File: src/rtl/tick_counter_pkg.sv
// tick_counter_pkg
// Shared types and helpers for the tick_counter block.
//   state_t : control FSM encoding (IDLE / RUN / HOLD)
//   clamp() : limits a load value to the largest legal count
package tick_counter_pkg;

  typedef enum logic [1:0] {
    IDLE = 2'b00,
    RUN  = 2'b01,
    HOLD = 2'b10
  } state_t;

  // Returns value, or limit when value exceeds it. Operands are 32 bits
  // wide so the helper works for any counter width up to 32.
  function automatic logic [31:0] clamp(input logic [31:0] value,
                                        input logic [31:0] limit);
    return (value > limit) ? limit : value;
  endfunction

endpackage

File: src/rtl/tick_edge_detect.sv
// tick_edge_detect
// Turns the divider's slow square wave into a one-cycle rise strobe in the
// clk_in domain.
//   clk_in  : system clock (rising edge)
//   rst_n   : asynchronous active-low reset
//   tick_in : divided clock level, treated as data
//   rise    : high for one cycle after tick_in is seen going 0 -> 1
// Build option: TICK_COUNTER_SYNC_EN adds a two-flop synchronizer
// (sync1 -> tick_q) in front of the edge detector for tick_in sources that
// are not derived from clk_in. This adds one cycle of latency.
module tick_edge_detect (
  input  logic clk_in,
  input  logic rst_n,
  input  logic tick_in,
  output logic rise
);

  logic tick_q;
  logic tick_prev;

`ifdef TICK_COUNTER_SYNC_EN
  logic sync1;

  // sync1 may go metastable; tick_q is the first flop trusted downstream.
  always_ff @(posedge clk_in or negedge rst_n) begin
    if (!rst_n) begin
      sync1     <= 1'b0;
      tick_q    <= 1'b0;
      tick_prev <= 1'b0;
    end else begin
      sync1     <= tick_in;
      tick_q    <= sync1;
      tick_prev <= tick_q;
    end
  end
`else
  always_ff @(posedge clk_in or negedge rst_n) begin
    if (!rst_n) begin
      tick_q    <= 1'b0;
      tick_prev <= 1'b0;
    end else begin
      tick_q    <= tick_in;
      tick_prev <= tick_q;
    end
  end
`endif

  assign rise = tick_q & ~tick_prev;

endmodule

File: src/rtl/tick_counter.sv
// tick_counter
// Modulo up/down event counter for rising edges of the clock divider output,
// gated by an IDLE/RUN/HOLD control FSM.
//   clk_in      : system clock (rising edge)
//   rst_n       : asynchronous active-low reset
//   tick_in     : divided clock level from the divider
//   start       : run request
//   stop        : hold request in RUN; clear-to-IDLE request in HOLD
//   load        : synchronous load strobe (any state, beats counting)
//   load_value  : value to load, clamped to MODULUS-1
//   up_dn       : 1 = count up, 0 = count down
//   clr_wrapped : clears the sticky wrap flag
//   count       : current count, always 0..MODULUS-1
//   tc_pulse    : one-cycle pulse in the cycle count shows a wrapped value
//   running     : high while the FSM is in RUN
//   wrapped     : sticky flag, set by any wrap
// Build option: TICK_COUNTER_SYNC_EN (see tick_edge_detect) adds an input
// synchronizer for tick_in.
module tick_counter #(
  parameter int WIDTH   = 8,
  parameter int MODULUS = 10
) (
  input  logic             clk_in,
  input  logic             rst_n,
  input  logic             tick_in,
  input  logic             start,
  input  logic             stop,
  input  logic             load,
  input  logic [WIDTH-1:0] load_value,
  input  logic             up_dn,
  input  logic             clr_wrapped,
  output logic [WIDTH-1:0] count,
  output logic             tc_pulse,
  output logic             running,
  output logic             wrapped
);

  import tick_counter_pkg::*;

  // Done at WIDTH bits so MODULUS = 2^WIDTH gives an all-ones maximum.
  localparam logic [WIDTH-1:0] COUNT_MAX = WIDTH'(MODULUS - 1);

  state_t           state;
  state_t           state_next;
  logic             rise;
  logic [WIDTH-1:0] count_next;
  logic             wrap_event;

  tick_edge_detect u_edge (
    .clk_in  (clk_in),
    .rst_n   (rst_n),
    .tick_in (tick_in),
    .rise    (rise)
  );

  // Control FSM next state; stop takes priority over start everywhere.
  always_comb begin
    state_next = state;
    case (state)
      IDLE:    if (start && !stop) state_next = RUN;
      RUN:     if (stop)           state_next = HOLD;
      HOLD: begin
        if (stop)       state_next = IDLE;
        else if (start) state_next = RUN;
      end
      default: state_next = IDLE;
    endcase
  end

  // Count next value. Priority: load, then the HOLD->IDLE clear, then a
  // counted rise. Only a counted rise can produce a wrap.
  always_comb begin
    count_next = count;
    wrap_event = 1'b0;
    if (load) begin
      count_next = WIDTH'(clamp(32'(load_value), 32'(MODULUS - 1)));
    end else if (state == HOLD && stop) begin
      count_next = '0;
    end else if (state == RUN && rise) begin
      if (up_dn) begin
        if (count == COUNT_MAX) begin
          count_next = '0;
          wrap_event = 1'b1;
        end else begin
          count_next = count + WIDTH'(1);
        end
      end else begin
        if (count == '0) begin
          count_next = COUNT_MAX;
          wrap_event = 1'b1;
        end else begin
          count_next = count - WIDTH'(1);
        end
      end
    end
  end

  // Registered state and outputs; a wrap beats a same-cycle clr_wrapped.
  always_ff @(posedge clk_in or negedge rst_n) begin
    if (!rst_n) begin
      state    <= IDLE;
      count    <= '0;
      tc_pulse <= 1'b0;
      running  <= 1'b0;
      wrapped  <= 1'b0;
    end else begin
      state    <= state_next;
      count    <= count_next;
      tc_pulse <= wrap_event;
      running  <= (state_next == RUN);
      if (wrap_event)       wrapped <= 1'b1;
      else if (clr_wrapped) wrapped <= 1'b0;
    end
  end

endmodule

File: config.mk
export PLATFORM = sky130hd
export DESIGN_NAME = tick_counter
export DESIGN_NICKNAME = d
export VERILOG_FILES = /design/src/rtl/tick_counter_pkg.sv /design/src/rtl/tick_edge_detect.sv /design/src/rtl/tick_counter.sv
export SDC_FILE = /design/constraint.sdc
export NUM_CORES = 1
export LEC_CHECK = 0
export ABC_AREA = 1
export CELL_PAD_IN_SITES_DETAIL_PLACEMENT = 1
export CELL_PAD_IN_SITES_GLOBAL_PLACEMENT = 1
export CORE_MARGIN = 5
export CORE_UTILIZATION = 31
export CTS_CLUSTER_SIZE = 8
export DETAILED_ROUTE_END_ITERATION = 16
export HOLD_SLACK_MARGIN = 0.05
export PLACE_DENSITY_LB_ADDON = 0.08
export SLEW_MARGIN = 10
export SYNTH_ARGS = -nofsm -noshare
export SYNTH_HDL_FRONTEND = slang
export SYNTH_SLANG_ARGS = --single-unit
File: constraint.sdc
create_clock -name clk_in -period 1.4 [get_ports clk_in]
set_input_delay 0.42 -clock clk_in [delete_from_list [all_inputs] [get_ports clk_in]]
set_output_delay 0.42 -clock clk_in [all_outputs]
set_load 0.1 [all_outputs]
== After elaboration in Yosys (flattened, before gate mapping) ==
Cells that the tools add are included.

* Bits in registers: 15
* Bits of input ports: 16
* Word-level logic and storage cells: 44

* Add/sub/neg operators: 2
* Magnitude comparators: 1
* Equality and inequality tests: 4
* Mux-type cells: 20
* Bitwise logic cells: 2
* Reductions and logical operators: 8

{| class="wikitable"
|+ Operators by type and width
! cell !! number
|-
| 2-to-1 mux 8 bit || 7
|-
| adder 8 x 1 -> 8 bit, second input constant || 1
|-
| == test 8 x 4 -> 1 bit, second input constant || 1
|-
| > comparator 8 x 4 -> 1 bit, second input constant || 1
|-
| zero test 8 bit || 1
|-
| 2-to-1 mux 1 bit || 8
|-
| 2-to-1 mux 2 bit || 4
|-
| subtractor 8 x 1 -> 8 bit, second input constant || 1
|-
| case mux 2 bit (3 select lines) || 1
|-
| == test 2 x 1 -> 1 bit, second input constant || 2
|-
| logical AND 1 bit || 3
|-
| nonzero test 3 bit || 1
|-
| == test 2 bit, second input constant || 1
|-
| zero test 2 bit || 1
|-
| nonzero test 2 bit || 1
|-
| bitwise AND 1 bit || 1
|-
| zero test 1 bit || 1
|-
| inverter 1 bit || 1
|}

== Longest topological paths before layout ==
* Depth in word-level cells: 7
* Gate-level depth with buffers: 11

== By module ==
Synthesis repeated with hierarchy kept, for this count alone.

* Cell total of the unflattened synthesis: 175
* Area total of the unflattened synthesis: 1203.7 µm²

{| class="wikitable"
|+ Modules (own cells, without submodules)
! module !! times used !! cells an instance !! area each (µm²)
|-
| tick_counter || 1 || 171 || 1143.6
|-
| tick_edge_detect || 1 || 4 || 60.1
|}

== Worst setup path after synthesis ==
No wires, ideal clock.

* Path type: reg2reg
* From: register count[0]
* To: register count[2]
* Setup time: 72 ps
* Arrival time: 2013 ps
* Data required time: 1328 ps
* Path slack: -686 ps
* Stages on the path, launching flop included: 10
* Clock period less this slack: 2086 ps
* Cells stage by stage: dfrtp_1 > inv_1 > ha_1 > o21ai_0 > nand2_1 > nand2_1 > nand2_1 > nor2_1 > nor2_1 > nor2_1

* Word-level cells in the longest chain between the ends: 6
* Elaborated cells between the ends (all ways): 10

{| class="wikitable"
|+ Ends and longest elaborated chain
! what !! RTL line !! text
|-
| from (decl) || tick_counter.sv:32 || <nowiki>output logic [WIDTH-1:0] count,</nowiki>
|-
| from (signal assigned) || tick_counter.sv:108 || <nowiki>count <= count_next;</nowiki>
|-
| subtractor 8 x 1 -> 8 bit (tied with other cells) || tick_counter.sv:92 || <nowiki>count_next = count - WIDTH'(1);</nowiki>
|-
| 2-to-1 mux 8 bit, on equally long branches || tick_counter.sv:88, tick_counter.sv:81 ||
|-
| 2-to-1 mux 8 bit * || tick_counter.sv:80 || <nowiki>if (up_dn) begin</nowiki>
|-
| 2-to-1 mux 8 bit * || tick_counter.sv:79 || <nowiki>end else if (state == RUN && rise) begin</nowiki>
|-
| 2-to-1 mux 8 bit * || tick_counter.sv:77 || <nowiki>end else if (state == HOLD && stop) begin</nowiki>
|-
| 2-to-1 mux 8 bit * || tick_counter.sv:75 || <nowiki>if (load) begin</nowiki>
|}

Mark *: on every way between the ends. The rest lies on a longest branch, timed or not. The select of a mux whose other input is x is not followed.
A chain may end at the register's enable or synchronous reset.

== Worst setup path after layout ==
* From: register count[1]
* To: output port count[1]

No word-level cell between the ends.

==> key figures <==
Status
  • Violated checks: negative setup slack
  • Result of the run: complete, but fails checks

Pwr
  • Static Leakage: between 0.8 and 0.9 nW
  • Fraction of power consumed by combinational cells: 0.484
  • Clock Power Share: 0.201
  • Net switching fraction of the power: 0.409
  • Power spent charging and discharging nets: between 700 and 800 uW
  • Worst-case vdd ir drop: between 0.3 and 0.4 mV
  • Power per unit of standard cell area: ~900 mW/mm^2
  • Final Total Pwr: 1.73 mW
  • Sequential share of power: 0.315
  • Internal power summed over all cells: approximately 1.0 mW

Final layout
  • Final Util: 0.525
  • Area of combinational cells with multiple inputs: slightly below 800 um^2
  • Count of filler cells inserted in the layout: 483
  • Number of nets in the finished design: 243
  • Combined flip-flop and latch cell area: roughly 400 um^2
  • Layout cells sized above 1: 0.369
  • Post-synthesis to final-layout area growth: 62.9%
  • Total inserted antenna cells: 0

Die
  • Cell Rows: 22
  • Count of boundary I/O pins: 27
  • Overall die width: 71.9 um
  • Starting Density: 0.322
  • Die height: between 70 and 80 um
  • Placeable Area: between 0.003 and 0.004 mm^2
  • Die footprint: a little over 0.005 mm^2

CTS
  • Clock root cell: sky130_fd_sc_hd__clkbuf_8
  • Clock tree from TritonCTS: done
  • Buffer levels on the longest clock path: 2
  • Clock net sink count: 15
  • Hold buffer count at cts: 0
  • Count of H-tree levels built during CTS: 1
  • Cts bufs inserted: 3
  • Worst skew pair latency: roughly 0.24 ns
  • Clock-pin slew reported for the worst setup and hold paths after clock tree synthesis: around 0.060 ns

Logic synthesis
  • Count of cell types in the netlist: 26
  • Number of warnings printed during yosys synthesis: 0
  • FFs w/ async S/R, synth: 1.00
  • Share of synthesized area occupied by flip-flops and latches: 0.316
  • Post-Syn Instances: 175
  • Post-Synthesis Net Count: 195
  • Most used flip-flop cell after synthesis: sky130_fd_sc_hd__dfrtp_1
  • Post-synthesis instance area: 0.00119 mm^2
  • Register bit total from synthesis: 15
  • Share of Yosys cell area claimed by the top area cell type: 0.316
  • Most repeated cell in the gate-level netlist after synthesis: sky130_fd_sc_hd__nand2_1
  • Cell type with the largest total area after synthesis: sky130_fd_sc_hd__dfrtp_1
  • Dominant cells by area after synthesis: sky130_fd_sc_hd__dfrtp_1 (32%), sky130_fd_sc_hd__nand2_1 (15%), sky130_fd_sc_hd__inv_1 (8.2%)
  • Mean post-synth cell area: roughly 6.8 um^2
  • Most numerous cell types in the synthesized netlist: sky130_fd_sc_hd__nand2_1 (48), sky130_fd_sc_hd__inv_1 (26), sky130_fd_sc_hd__nor2_1 (18), sky130_fd_sc_hd__nand3_1 (17), sky130_fd_sc_hd__dfrtp_1 (15)
  • Post-synth EDFFs: 0

Critical path
  • CP arrival: 1.06 ns
  • R2R cell count: 9
  • Nature of the critical path endpoint: primary output
  • Critical path type: register to primary output
  • Critical path required time: between 0.9 and 1 ns
  • Crit-path max FO: 5
  • Setup crit start kind: register

Timing
  • RSZ-0062 raised after global routing: true
  • Max Clock Freq: 675 MHz
  • Final worst-path cycle share: 1.06
  • Final setup vio count: 7
  • Worst setup slack after layout: -0.0823 ns
  • Slew of the pin with the lowest slew margin: between 0.2 and 0.25 ns
  • Final critical-path required period: approximately 1.5 ns
  • Total count of max-transition violations in the final report: 0
  • Sum of negative setup slack: -0.408 ns
  • Final worst clock skew: ~0.0034 ns
  • Total count of hold-check failures in the final report: 0
  • Max-Slew Margin vs Limit: 0.843

Drt
  • Average routed wire per standard cell: ~13 um
  • Number of design rule violations left after detail routing: 0
  • Via count: ~1200
  • Vias per cell: 4.62
  • Iteration-0 DRC Markers: between 60 and 70
  • First-pass DRT Iterations: 4
  • Number of nets with antenna violations after routing: 0
  • Final WL: 3.39 mm

Run
  • Number of max-cap violations: 0

Worst hold path
  • HP Class: register to register
  • Hold-critical path depth: 0

Global routing
  • Number of antenna violations at the first check in global routing: 0
  • Vias in the first global route: 1363
  • Pin count of the biggest net entering global routing: 16
  • First-pass GRT wire length: 5.84 mm
  • All-layer global routing usage: 0.138
  • Global-route congestion overflow total: 0

Placed design
  • Number of buffers inserted by port buffering: 26
  • Post-placement setup slack: -0.292 ns
  • Placed wire-length estimate: ~2.8 mm
  • Placer Congestion: approximately 0.82
## worst max-delay path, stage by stage (launching register included)
cell and delay (ns):
sky130_fd_sc_hd__dfrtp_4 0.52, sky130_fd_sc_hd__buf_6 0.14, sky130_fd_sc_hd__buf_12 0.15
## final timing paths
kind	from	to	slack, ns
max	count[1]$_DFFE_PN0P_	count[1]	-0.08
min	u_edge.tick_q$_DFF_PN0_	u_edge.tick_prev$_DFF_PN0_	0.38
max reg2reg	count[0]$_DFFE_PN0P_	count[5]$_DFFE_PN0P_	-0.07
min reg2reg	u_edge.tick_q$_DFF_PN0_	u_edge.tick_prev$_DFF_PN0_	0.38
max in group asynchronous	rst_n	count[1]$_DFFE_PN0P_	0.71
min in group asynchronous	rst_n	state[1]$_DFF_PN0_	0.49
## routing by layer
metal,GRT usage,share of wire,vias up,wire length (um)
li1,-,-,638,-
met5,0,0,-,0
met2,0.257,0.54,18,1830
met4,0.0376,0.0050,0,17
met1,0.161,0.43,590,1440
met3,0.0249,0.029,2,99
## power by group through the flow
stage               clock network (mW)  logic [mW]  registers, mW
floorplan                            0       0.289          0.716
global placement                     0       0.764          0.542
detailed placement                   0       0.778          0.544
CTS                              0.364       0.816          0.538
global route                     0.380       0.904          0.553
finish                           0.349       0.839          0.545
## state kept, by name, summed over array words and instances, names as in the netlist
signal / cells
count: 8
u_edge.tick_q: 1
running: 1
u_edge.tick_prev: 1
wrapped: 1
tc_pulse: 1
state: 2
## logic make-up (layout without fill, tap and decap cells)
group,Yosys count,in the layout,share of synthesized area
AND/OR/NAND/NOR,103,103,0.415
flip-flops,15,15,0.316
buffers and inverters,32,79,0.115
AO/OA/AOI/OAI,20,20,0.105
XOR/XNOR,1,1,0.00737
adder cells (fa/ha/maj),4,4,0.0421
## placed cells by master, fill, tap and decap left out, drive strengths merged, types with 2 or more instances in the layout
cell / synthesis / layout
a21oi: 9 / 9
buf: 3 / 31
clkbuf: 0 / 3
clkdlybuf4s50: 0 / 15
dfrtp: 15 / 15
ha: 4 / 4
inv: 29 / 29
nand2: 54 / 54
nand3: 18 / 18
nand3b: 2 / 2
nor2: 25 / 25
nor3: 2 / 2
o21ai: 8 / 8
## cell type report
class                      instances  share of cell area
inverter                          29              0.0601
sequential                        15               0.205
tap                               48              0.0310
multi-input combinational        128               0.403
clock inverter                     1             0.00258
timing repair buffer              46               0.276
clock buffer                       3              0.0213
## repair_timing
| action | CTS | global route |
|---|---|---|
| endpoints found under the setup margin | 12 | 15 |
| pin swaps | 0 | 1 |
| setup buffers | 6 | 0 |
| resized for setup | 6 | 15 |
## through the flow
| step | instance area [um^2] | hold WS (ns) | std cells |
|---|---|---|---|
| floorplan | 1270 | 0.124 | 175 |
| global placement | 1780 | 0.361 | 260 |
| detailed placement | 1780 | 0.372 | 260 |
| CTS | 1890 | 0.386 | 270 |
| global route | 1940 | 0.397 | 270 |
| finish | 1940 | 0.383 | 270 |
Power figures use the tool's default switching activity.
